File: src/rtl/cpu_dcache_write_buffer_if.sv
// CPU-port and bus-port signals of the data-cache posted-write buffer.
//
// Handshake semantics (both sides): a requester raises *_request together
// with direction, address and write data and holds all of them stable until
// the responder pulses its completion strobe (o_ready on the CPU side,
// i_bus_ready on the bus side). A transfer happens on the rising clock edge
// where request and strobe are both high; read data is valid in that cycle.
interface cpu_dcache_write_buffer_if #(
  parameter int DEPTH      = 4,
  parameter int ADDR_WIDTH = 32,
  parameter int DATA_WIDTH = 32
);
  localparam int CW = $clog2(DEPTH) + 1;

  // Bus side
  logic                  o_bus_rw;
  logic                  o_bus_request;
  logic                  i_bus_ready;
  logic [ADDR_WIDTH-1:0] o_bus_address;
  logic [DATA_WIDTH-1:0] i_bus_rdata;
  logic [DATA_WIDTH-1:0] o_bus_wdata;

  // CPU side
  logic                  i_rw;
  logic                  i_request;
  logic                  o_ready;
  logic [ADDR_WIDTH-1:0] i_address;
  logic [DATA_WIDTH-1:0] o_rdata;
  logic [DATA_WIDTH-1:0] i_wdata;

  // Buffer control and status
  logic                  i_flush;
  logic                  o_empty;
  logic [CW-1:0]         o_count;

  // The write buffer itself
  modport slave (
    input  i_bus_ready, i_bus_rdata, i_rw, i_request, i_address, i_wdata, i_flush,
    output o_bus_rw, o_bus_request, o_bus_address, o_bus_wdata,
    output o_ready, o_rdata, o_empty, o_count
  );

  // The environment around the buffer (CPU plus bus responder)
  modport master (
    output i_bus_ready, i_bus_rdata, i_rw, i_request, i_address, i_wdata, i_flush,
    input  o_bus_rw, o_bus_request, o_bus_address, o_bus_wdata,
    input  o_ready, o_rdata, o_empty, o_count
  );
endinterface

File: src/rtl/cpu_dcache_write_buffer.sv
// Multi-entry posted-write buffer between the CPU data port and the data bus.
// Writes retire in one cycle into a circular FIFO and drain to the bus in
// order; reads that hit a buffered address are forwarded from the youngest
// matching entry; read misses take the bus ahead of draining unless the
// buffer is full or a flush is requested.
module cpu_dcache_write_buffer #(
  parameter int DEPTH      = 4,
  parameter int ADDR_WIDTH = 32,
  parameter int DATA_WIDTH = 32
) (
  input  logic       i_clock,
  input  logic       i_reset,
  cpu_dcache_write_buffer_if.slave bus,
  output logic [1:0] o_dbg_state
);
  localparam int PW = $clog2(DEPTH);
  localparam int CW = PW + 1;

  typedef enum logic [1:0] {
    IDLE  = 2'd0,
    DRAIN = 2'd1,
    READ  = 2'd2
  } owner_e;

  owner_e                state_q, state_d, cur;
  logic [ADDR_WIDTH-1:0] addr_mem [DEPTH];
  logic [DATA_WIDTH-1:0] data_mem [DEPTH];
  logic [PW-1:0]         head_q, tail_q;
  logic [CW-1:0]         count_q, count_d;
  logic                  full, hit, rd_start, push, pop;
  logic [DATA_WIDTH-1:0] fwd_data;

  assign full        = (count_q == CW'(DEPTH));
  assign rd_start    = bus.i_request & ~bus.i_rw & ~hit & ~full & ~bus.i_flush;
  assign bus.o_empty = (count_q == '0) && (state_q != DRAIN);
  assign bus.o_count = count_q;
  assign o_dbg_state = state_q;

  // Forwarding search: walk entries oldest to youngest so the youngest match wins.
  always_comb begin
    hit      = 1'b0;
    fwd_data = '0;
    for (int k = 0; k < DEPTH; k++) begin
      if ((CW'(k) < count_q) && (addr_mem[head_q + PW'(k)] == bus.i_address)) begin
        hit      = 1'b1;
        fwd_data = data_mem[head_q + PW'(k)];
      end
    end
  end

  // Bus owner decision, bus outputs, CPU completion and FIFO push/pop.
  always_comb begin
    cur               = IDLE;
    state_d           = state_q;
    push              = 1'b0;
    pop               = 1'b0;
    count_d           = count_q;
    bus.o_bus_rw      = 1'b0;
    bus.o_bus_request = 1'b0;
    bus.o_bus_address = '0;
    bus.o_bus_wdata   = '0;
    bus.o_ready       = 1'b0;
    bus.o_rdata       = '0;
    if (i_reset) begin
      // An idle owner decides in the same cycle so no bus cycle is lost.
      cur = state_q;
      if (state_q == IDLE) begin
        if (rd_start)            cur = READ;
        else if (count_q != '0)  cur = DRAIN;
      end

      case (cur)
        READ: begin
          bus.o_bus_request = 1'b1;
          bus.o_bus_address = bus.i_address;
          if (bus.i_bus_ready) begin
            bus.o_ready = 1'b1;
            bus.o_rdata = bus.i_bus_rdata;
            state_d     = IDLE;
          end else begin
            state_d = READ;
          end
        end
        DRAIN: begin
          bus.o_bus_request = 1'b1;
          bus.o_bus_rw      = 1'b1;
          bus.o_bus_address = addr_mem[head_q];
          bus.o_bus_wdata   = data_mem[head_q];
          pop               = bus.i_bus_ready;
        end
        default: state_d = IDLE;
      endcase

      // CPU side: writes need space by the registered count; hits forward.
      if (cur != READ) begin
        if (bus.i_request && bus.i_rw && !full && !bus.i_flush) begin
          push        = 1'b1;
          bus.o_ready = 1'b1;
        end else if (bus.i_request && !bus.i_rw && hit) begin
          bus.o_ready = 1'b1;
          bus.o_rdata = fwd_data;
        end
      end

      if (push && !pop)      count_d = count_q + CW'(1);
      else if (pop && !push) count_d = count_q - CW'(1);

      // A drain keeps the bus while anything is left after this cycle.
      if (cur == DRAIN) state_d = (!pop || count_d != '0) ? DRAIN : IDLE;
    end
  end

  // Owner state, pointers and entry count.
  always_ff @(posedge i_clock or negedge i_reset) begin
    if (!i_reset) begin
      state_q <= IDLE;
      count_q <= '0;
      head_q  <= '0;
      tail_q  <= '0;
    end else begin
      state_q <= state_d;
      count_q <= count_d;
      if (push) tail_q <= tail_q + PW'(1);
      if (pop)  head_q <= head_q + PW'(1);
    end
  end

  // Entry storage; validity is implied by head and count, so no reset needed.
  always_ff @(posedge i_clock) begin
    if (push) begin
      addr_mem[tail_q] <= bus.i_address;
      data_mem[tail_q] <= bus.i_wdata;
    end
  end
endmodule

File: src/flat_wrapper.sv
// flat-port wrapper written by rule: the top's interface ports become plain ports
module cpu_dcache_write_buffer_flat 
#(
  parameter int DEPTH      = 4,
  parameter int ADDR_WIDTH = 32,
  parameter int DATA_WIDTH = 32
)
  (i_clock, i_reset, o_dbg_state, bus_i_bus_ready, bus_i_bus_rdata, bus_i_rw, bus_i_request, bus_i_address, bus_i_wdata, bus_i_flush, bus_o_bus_rw, bus_o_bus_request, bus_o_bus_address, bus_o_bus_wdata, bus_o_ready, bus_o_rdata, bus_o_empty, bus_o_count);
  cpu_dcache_write_buffer_if #(.DEPTH(DEPTH), .ADDR_WIDTH(ADDR_WIDTH), .DATA_WIDTH(DATA_WIDTH)) bus_i ();
  input  logic i_clock;
  input  logic i_reset;
  output logic [1:0] o_dbg_state;
  input wire logic [$bits(bus_i.i_bus_ready)-1:0] bus_i_bus_ready;
  input wire logic [$bits(bus_i.i_bus_rdata)-1:0] bus_i_bus_rdata;
  input wire logic [$bits(bus_i.i_rw)-1:0] bus_i_rw;
  input wire logic [$bits(bus_i.i_request)-1:0] bus_i_request;
  input wire logic [$bits(bus_i.i_address)-1:0] bus_i_address;
  input wire logic [$bits(bus_i.i_wdata)-1:0] bus_i_wdata;
  input wire logic [$bits(bus_i.i_flush)-1:0] bus_i_flush;
  output wire logic [$bits(bus_i.o_bus_rw)-1:0] bus_o_bus_rw;
  output wire logic [$bits(bus_i.o_bus_request)-1:0] bus_o_bus_request;
  output wire logic [$bits(bus_i.o_bus_address)-1:0] bus_o_bus_address;
  output wire logic [$bits(bus_i.o_bus_wdata)-1:0] bus_o_bus_wdata;
  output wire logic [$bits(bus_i.o_ready)-1:0] bus_o_ready;
  output wire logic [$bits(bus_i.o_rdata)-1:0] bus_o_rdata;
  output wire logic [$bits(bus_i.o_empty)-1:0] bus_o_empty;
  output wire logic [$bits(bus_i.o_count)-1:0] bus_o_count;
  assign bus_i.i_bus_ready = bus_i_bus_ready;
  assign bus_i.i_bus_rdata = bus_i_bus_rdata;
  assign bus_i.i_rw = bus_i_rw;
  assign bus_i.i_request = bus_i_request;
  assign bus_i.i_address = bus_i_address;
  assign bus_i.i_wdata = bus_i_wdata;
  assign bus_i.i_flush = bus_i_flush;
  assign bus_o_bus_rw = bus_i.o_bus_rw;
  assign bus_o_bus_request = bus_i.o_bus_request;
  assign bus_o_bus_address = bus_i.o_bus_address;
  assign bus_o_bus_wdata = bus_i.o_bus_wdata;
  assign bus_o_ready = bus_i.o_ready;
  assign bus_o_rdata = bus_i.o_rdata;
  assign bus_o_empty = bus_i.o_empty;
  assign bus_o_count = bus_i.o_count;
  cpu_dcache_write_buffer #(.DEPTH(DEPTH), .ADDR_WIDTH(ADDR_WIDTH), .DATA_WIDTH(DATA_WIDTH)) u_core (.i_clock(i_clock), .i_reset(i_reset), .bus(bus_i), .o_dbg_state(o_dbg_state));
endmodule
File: config.mk
export PLATFORM = sky130hd
export DESIGN_NAME = cpu_dcache_write_buffer_flat
export DESIGN_NICKNAME = d
export VERILOG_FILES = /design/src/rtl/cpu_dcache_write_buffer_if.sv /design/src/rtl/cpu_dcache_write_buffer.sv /design/src/flat_wrapper.sv
export SDC_FILE = /design/constraint.sdc
export NUM_CORES = 1
export LEC_CHECK = 0
export CORE_MARGIN = 4
export CORE_UTILIZATION = 45
export CTS_CLUSTER_SIZE = 40
export DETAILED_ROUTE_END_ITERATION = 10
export HOLD_SLACK_MARGIN = 0.05
export PLACE_DENSITY = 0.76
export SLEW_MARGIN = 20
export SYNTH_ARGS = -nofsm -noshare
export SYNTH_HDL_FRONTEND = slang
export SYNTH_SLANG_ARGS = --single-unit
File: constraint.sdc
create_clock -name i_clock -period 6.4 [get_ports i_clock]
set_input_delay 1.28 -clock i_clock [delete_from_list [all_inputs] [get_ports i_clock]]
set_output_delay 1.28 -clock i_clock [all_outputs]
set_load 0.02 [all_outputs]
==> results of run 1 <==
final timing paths:
check                                 start  cells past startpoint  slack (ns)                    end
hold reg to reg            u_core.tail_q[0]                      1        0.55       u_core.tail_q[0]
max in group asynchronous           i_reset                      2        4.76       u_core.head_q[0]
min in group asynchronous           i_reset                      1        1.05       u_core.head_q[1]
hold / removal             u_core.tail_q[0]                      1        0.55       u_core.tail_q[0]
setup reg to reg           u_core.head_q[0]                     20        1.29  u_core.o_dbg_state[0]
setup / recovery           u_core.head_q[0]                     20       -0.24         bus_o_rdata[4]
cells by family (layout without fill, tap and decap cells):
kind of cell,after synthesis,count (layout),share of synthesized area [%]
other,0,3,0
and+or+nand+nor,414,414,10.8
DFF,265,265,41.7
buffers and inverters,227,543,5.89
xor gates and xnor gates,100,100,4.61
muxes,339,339,20.9
AOI/OAI and AO/OA,472,472,15.4
adders and majority gates,10,10,0.659
metal layers:
layer / track usage [%] / share of wire (%) / vias up
met3: 4.46 / 9.4 / 163
met5: 0 / 0 / -
met2: 45.2 / 47 / 1023
met4: 8.61 / 3.5 / 0
li1: - / - / 7581
met1: 38.3 / 40 / 8381
cells in the mapped netlist, types with 12 or more instances:
library cell / number
clkbuf_1: 99
inv_1: 32
buf_2: 36
o31ai_1: 66
nand4_1: 72
a21oi_1: 152
a22oi_1: 31
nand3_1: 12
nand2_1: 88
buf_4: 19
nor3_1: 43
xor2_1: 19
o21ai_0: 129
buf_1: 23
mux2_2: 102
mux4_2: 36
nor3b_1: 29
mux2i_1: 201
edfxtp_1: 256
nor2_1: 124
xnor2_1: 81
power by group through the flow:
stage | Combinational [mW] | Sequential (mW) | Clock [mW]
floorplan | 3.44 | 2.07 | 0
global placement | 5.11 | 2.11 | 0
detailed placement | 5.20 | 2.12 | 0
CTS | 5.27 | 2.06 | 1.73
global route | 5.93 | 2.07 | 1.80
finish | 5.64 | 2.06 | 1.71
state kept, by name, summed over array words and instances (netlist names):
signal / count
u_core.bus.o_count: 3
u_core.data_mem: 128
u_core.o_dbg_state: 2
u_core.head_q: 2
u_core.tail_q: 2
u_core.addr_mem: 128
area by class of cell:
| class | instances | area, um2 | share of cell area [%] |
|---|---|---|---|
| clock inverter | 26 | 234 | 0.953 |
| antenna | 3 | 7.51 | 0.0306 |
| sequential | 265 | 7920 | 32.3 |
| tap | 532 | 666 | 2.71 |
| timing repair buffer | 454 | 4300 | 17.5 |
| inverter | 33 | 131 | 0.535 |
| multi-input combinational | 1335 | 10500 | 42.9 |
| clock buffer | 30 | 751 | 3.06 |
critical path, stage by stage, from the launching register on:
cell and delay (ns):
dfrtp_4 0.56, buf_4 0.18, inv_8 0.15, mux2_2 0.39, xor2_2 0.25, o2111ai_2 0.14, or4_4 0.53, or4_4 0.57
and3b_2 0.23, nand4b_1 0.14, a21oi_1 0.09, ha_2 0.22, nor2b_4 0.13, nand2_2 0.08, nor2_4 0.17, buf_6 0.17
buf_16 0.14, buf_6 0.11, o21ai_0 0.10, o31ai_2 0.22, buf_4 0.18
what timing repair did:
item / 4_1_cts / 5_1_grt
pin swaps: 3 / 36
buffers inserted: 9 / 16
endpoints found under the setup margin: 99 / 98
hold buffers: 0 / 0
cloned: 3 / 3
gates resized for setup: 274 / 139
==> summary.md, run 1 <==
| Metric | Value |
|---|---|
| Number of synthesized flops with an enable pin | `256` |
| Die width | `approximately 210 um` |
| Worst hold slack | `roughly 0.55 ns` |
| Setup ws final | `-0.241 ns` |
| Syn-to-layout area delta | `29.3%` |
| Sequential share of the synthesized area | `between 40% and 50%` |
| I/O pin cnt | `a little over 200` |
| CTS Buf Count | `30` |
| Comb pwr share | `59.9%` |
| Crit-path max FO | `14` |
| Core Box Area | `roughly 41000 um2` |
| Rows | `74` |
| Pwr dens | `~380 nW/um2` |
| Ys async rst share | `roughly 3.4%` |
| CP required | `slightly above 5 ns` |
| Total congestion overflow | `0` |
| Switching Power | `between 3 and 4 mW` |
| VDD IR-drop max | `roughly 190 uV` |
| Die height | `213 um` |
| Syn Area/Cell | `between 10 and 15 um2` |
| Count of cell types in the netlist | `65` |
| RSZ-0062 raised after global routing | `true` |
| Clock H-tree levels | `1` |
| Slew Viols, Final | `0` |
| Routability cong. | `about 0.97` |
| Wire per inst | `between 20 and 30 um` |
| Antenna Nets Post-Route | `0` |
| First-pass GRT wire length | `98.5 mm` |
| Worst Setup End Kind | `primary output` |
| Slew @ Worst Pin | `around 0.86 ns` |
| Buffers on Ports | `206` |
| Mapped cell area | `19000 um2` |
| Startpoint types | `flip-flop` |
| Final core utilization | `59.4%` |
| Area leader, netlist | `edfxtp_1` |
| Tmin final | `6.64 ns` |
| Pre-CTS WS | `-0.776 ns` |
| Vias in the first global route | `16.5k` |
| Clk pwr share | `around 18%` |
| Final instance area | `about 25000 um2` |
| LEAKAGE | `approximately 9.0 nW` |
| Total Routing Usage GR | `between 20% and 30%` |
| WL final | `approximately 67 mm` |
| Pin count of the biggest net entering global routing | `66` |
| Mapped Cells | `approximately 1.8k` |
| Commonest non-fill, non-tap cell in the layout | `edfxtp_1` |
| Flop pwr share | `approximately 22%` |
| Via density | `6.40` |
| Initial core utilization | `~46%` |
| Status | `complete, but fails checks` |
| Number of max-cap violations | `0` |
| DP Cell Count | `2588` |
| CP Class | `flip-flop to primary output` |
| # setup viols final | `33` |
| Most frequent cells in the layout | `edfxtp_1, buf_4, mux2i_1, a21oi_1, nor2_1` |
| DRC violations left | `0` |
| Fin cells | `approximately 2.7k` |
| Final worst-path cycle share | `104%` |
| Setup TNS | `-5.78 ns` |
| Placed inst area | `22900 um2` |
| Peak Freq | `~150 MHz` |
| Root buf cell | `clkbuf_16` |
| DP Wirelength | `44.7 mm` |
| CTS Buffer Depth | `3` |
| Syn_nets | `a little under 2k` |
| DRT Pass-1 Iters | `9` |
| Fillers | `approximately 3.3k` |
| WP data arrival | `5.36 ns` |
| Initial DRC count | `approximately 2.3k` |
| Final net count | `around 2.2k` |
| Dominant synthesized flop cell | `edfxtp_1` |
| TritonCTS clock tree | `done` |
| Reg clk slew, reported paths | `around 0.06 ns` |
| Fin. Hold Viols | `0` |
| Int Pwr | `between 5 and 6 mW` |
| Flops & latches, synth | `about 270` |
| DR vias | `approximately 17k` |
| Worst Hold Class | `flip-flop to flip-flop` |
| Failing checks | `setup timing` |
| Share of layout cells above drive strength 1 | `around 28%` |
| Synthesis Warnings | `0` |
| TritonCTS Sinks | `~270` |
| Slew HR | `a little over two fifths` |
| Top-area cell type share of the netlist area | `about 41%` |
| Overall Power | `roughly 9.4 mW` |
| Die Area | `45500 um2` |
| Worst-skew pair later-pin latency | `roughly 0.60 ns` |
| Initial antenna violation count | `1` |
| Synth area leaders | `edfxtp_1, mux2i_1, mux2_2, mux4_2, a21oi_1` |
| Sw frac | `between 40% and 50%` |
| Clk_skew | `~0.028 ns` |
Power figures use the tool's default switching activity.
==> run 2: changes to the inputs <==
SLEW_MARGIN = not set   (was 20)
==> results of run 2 <==
The final DEF is identical to that of run 1; final timing and power are the same.
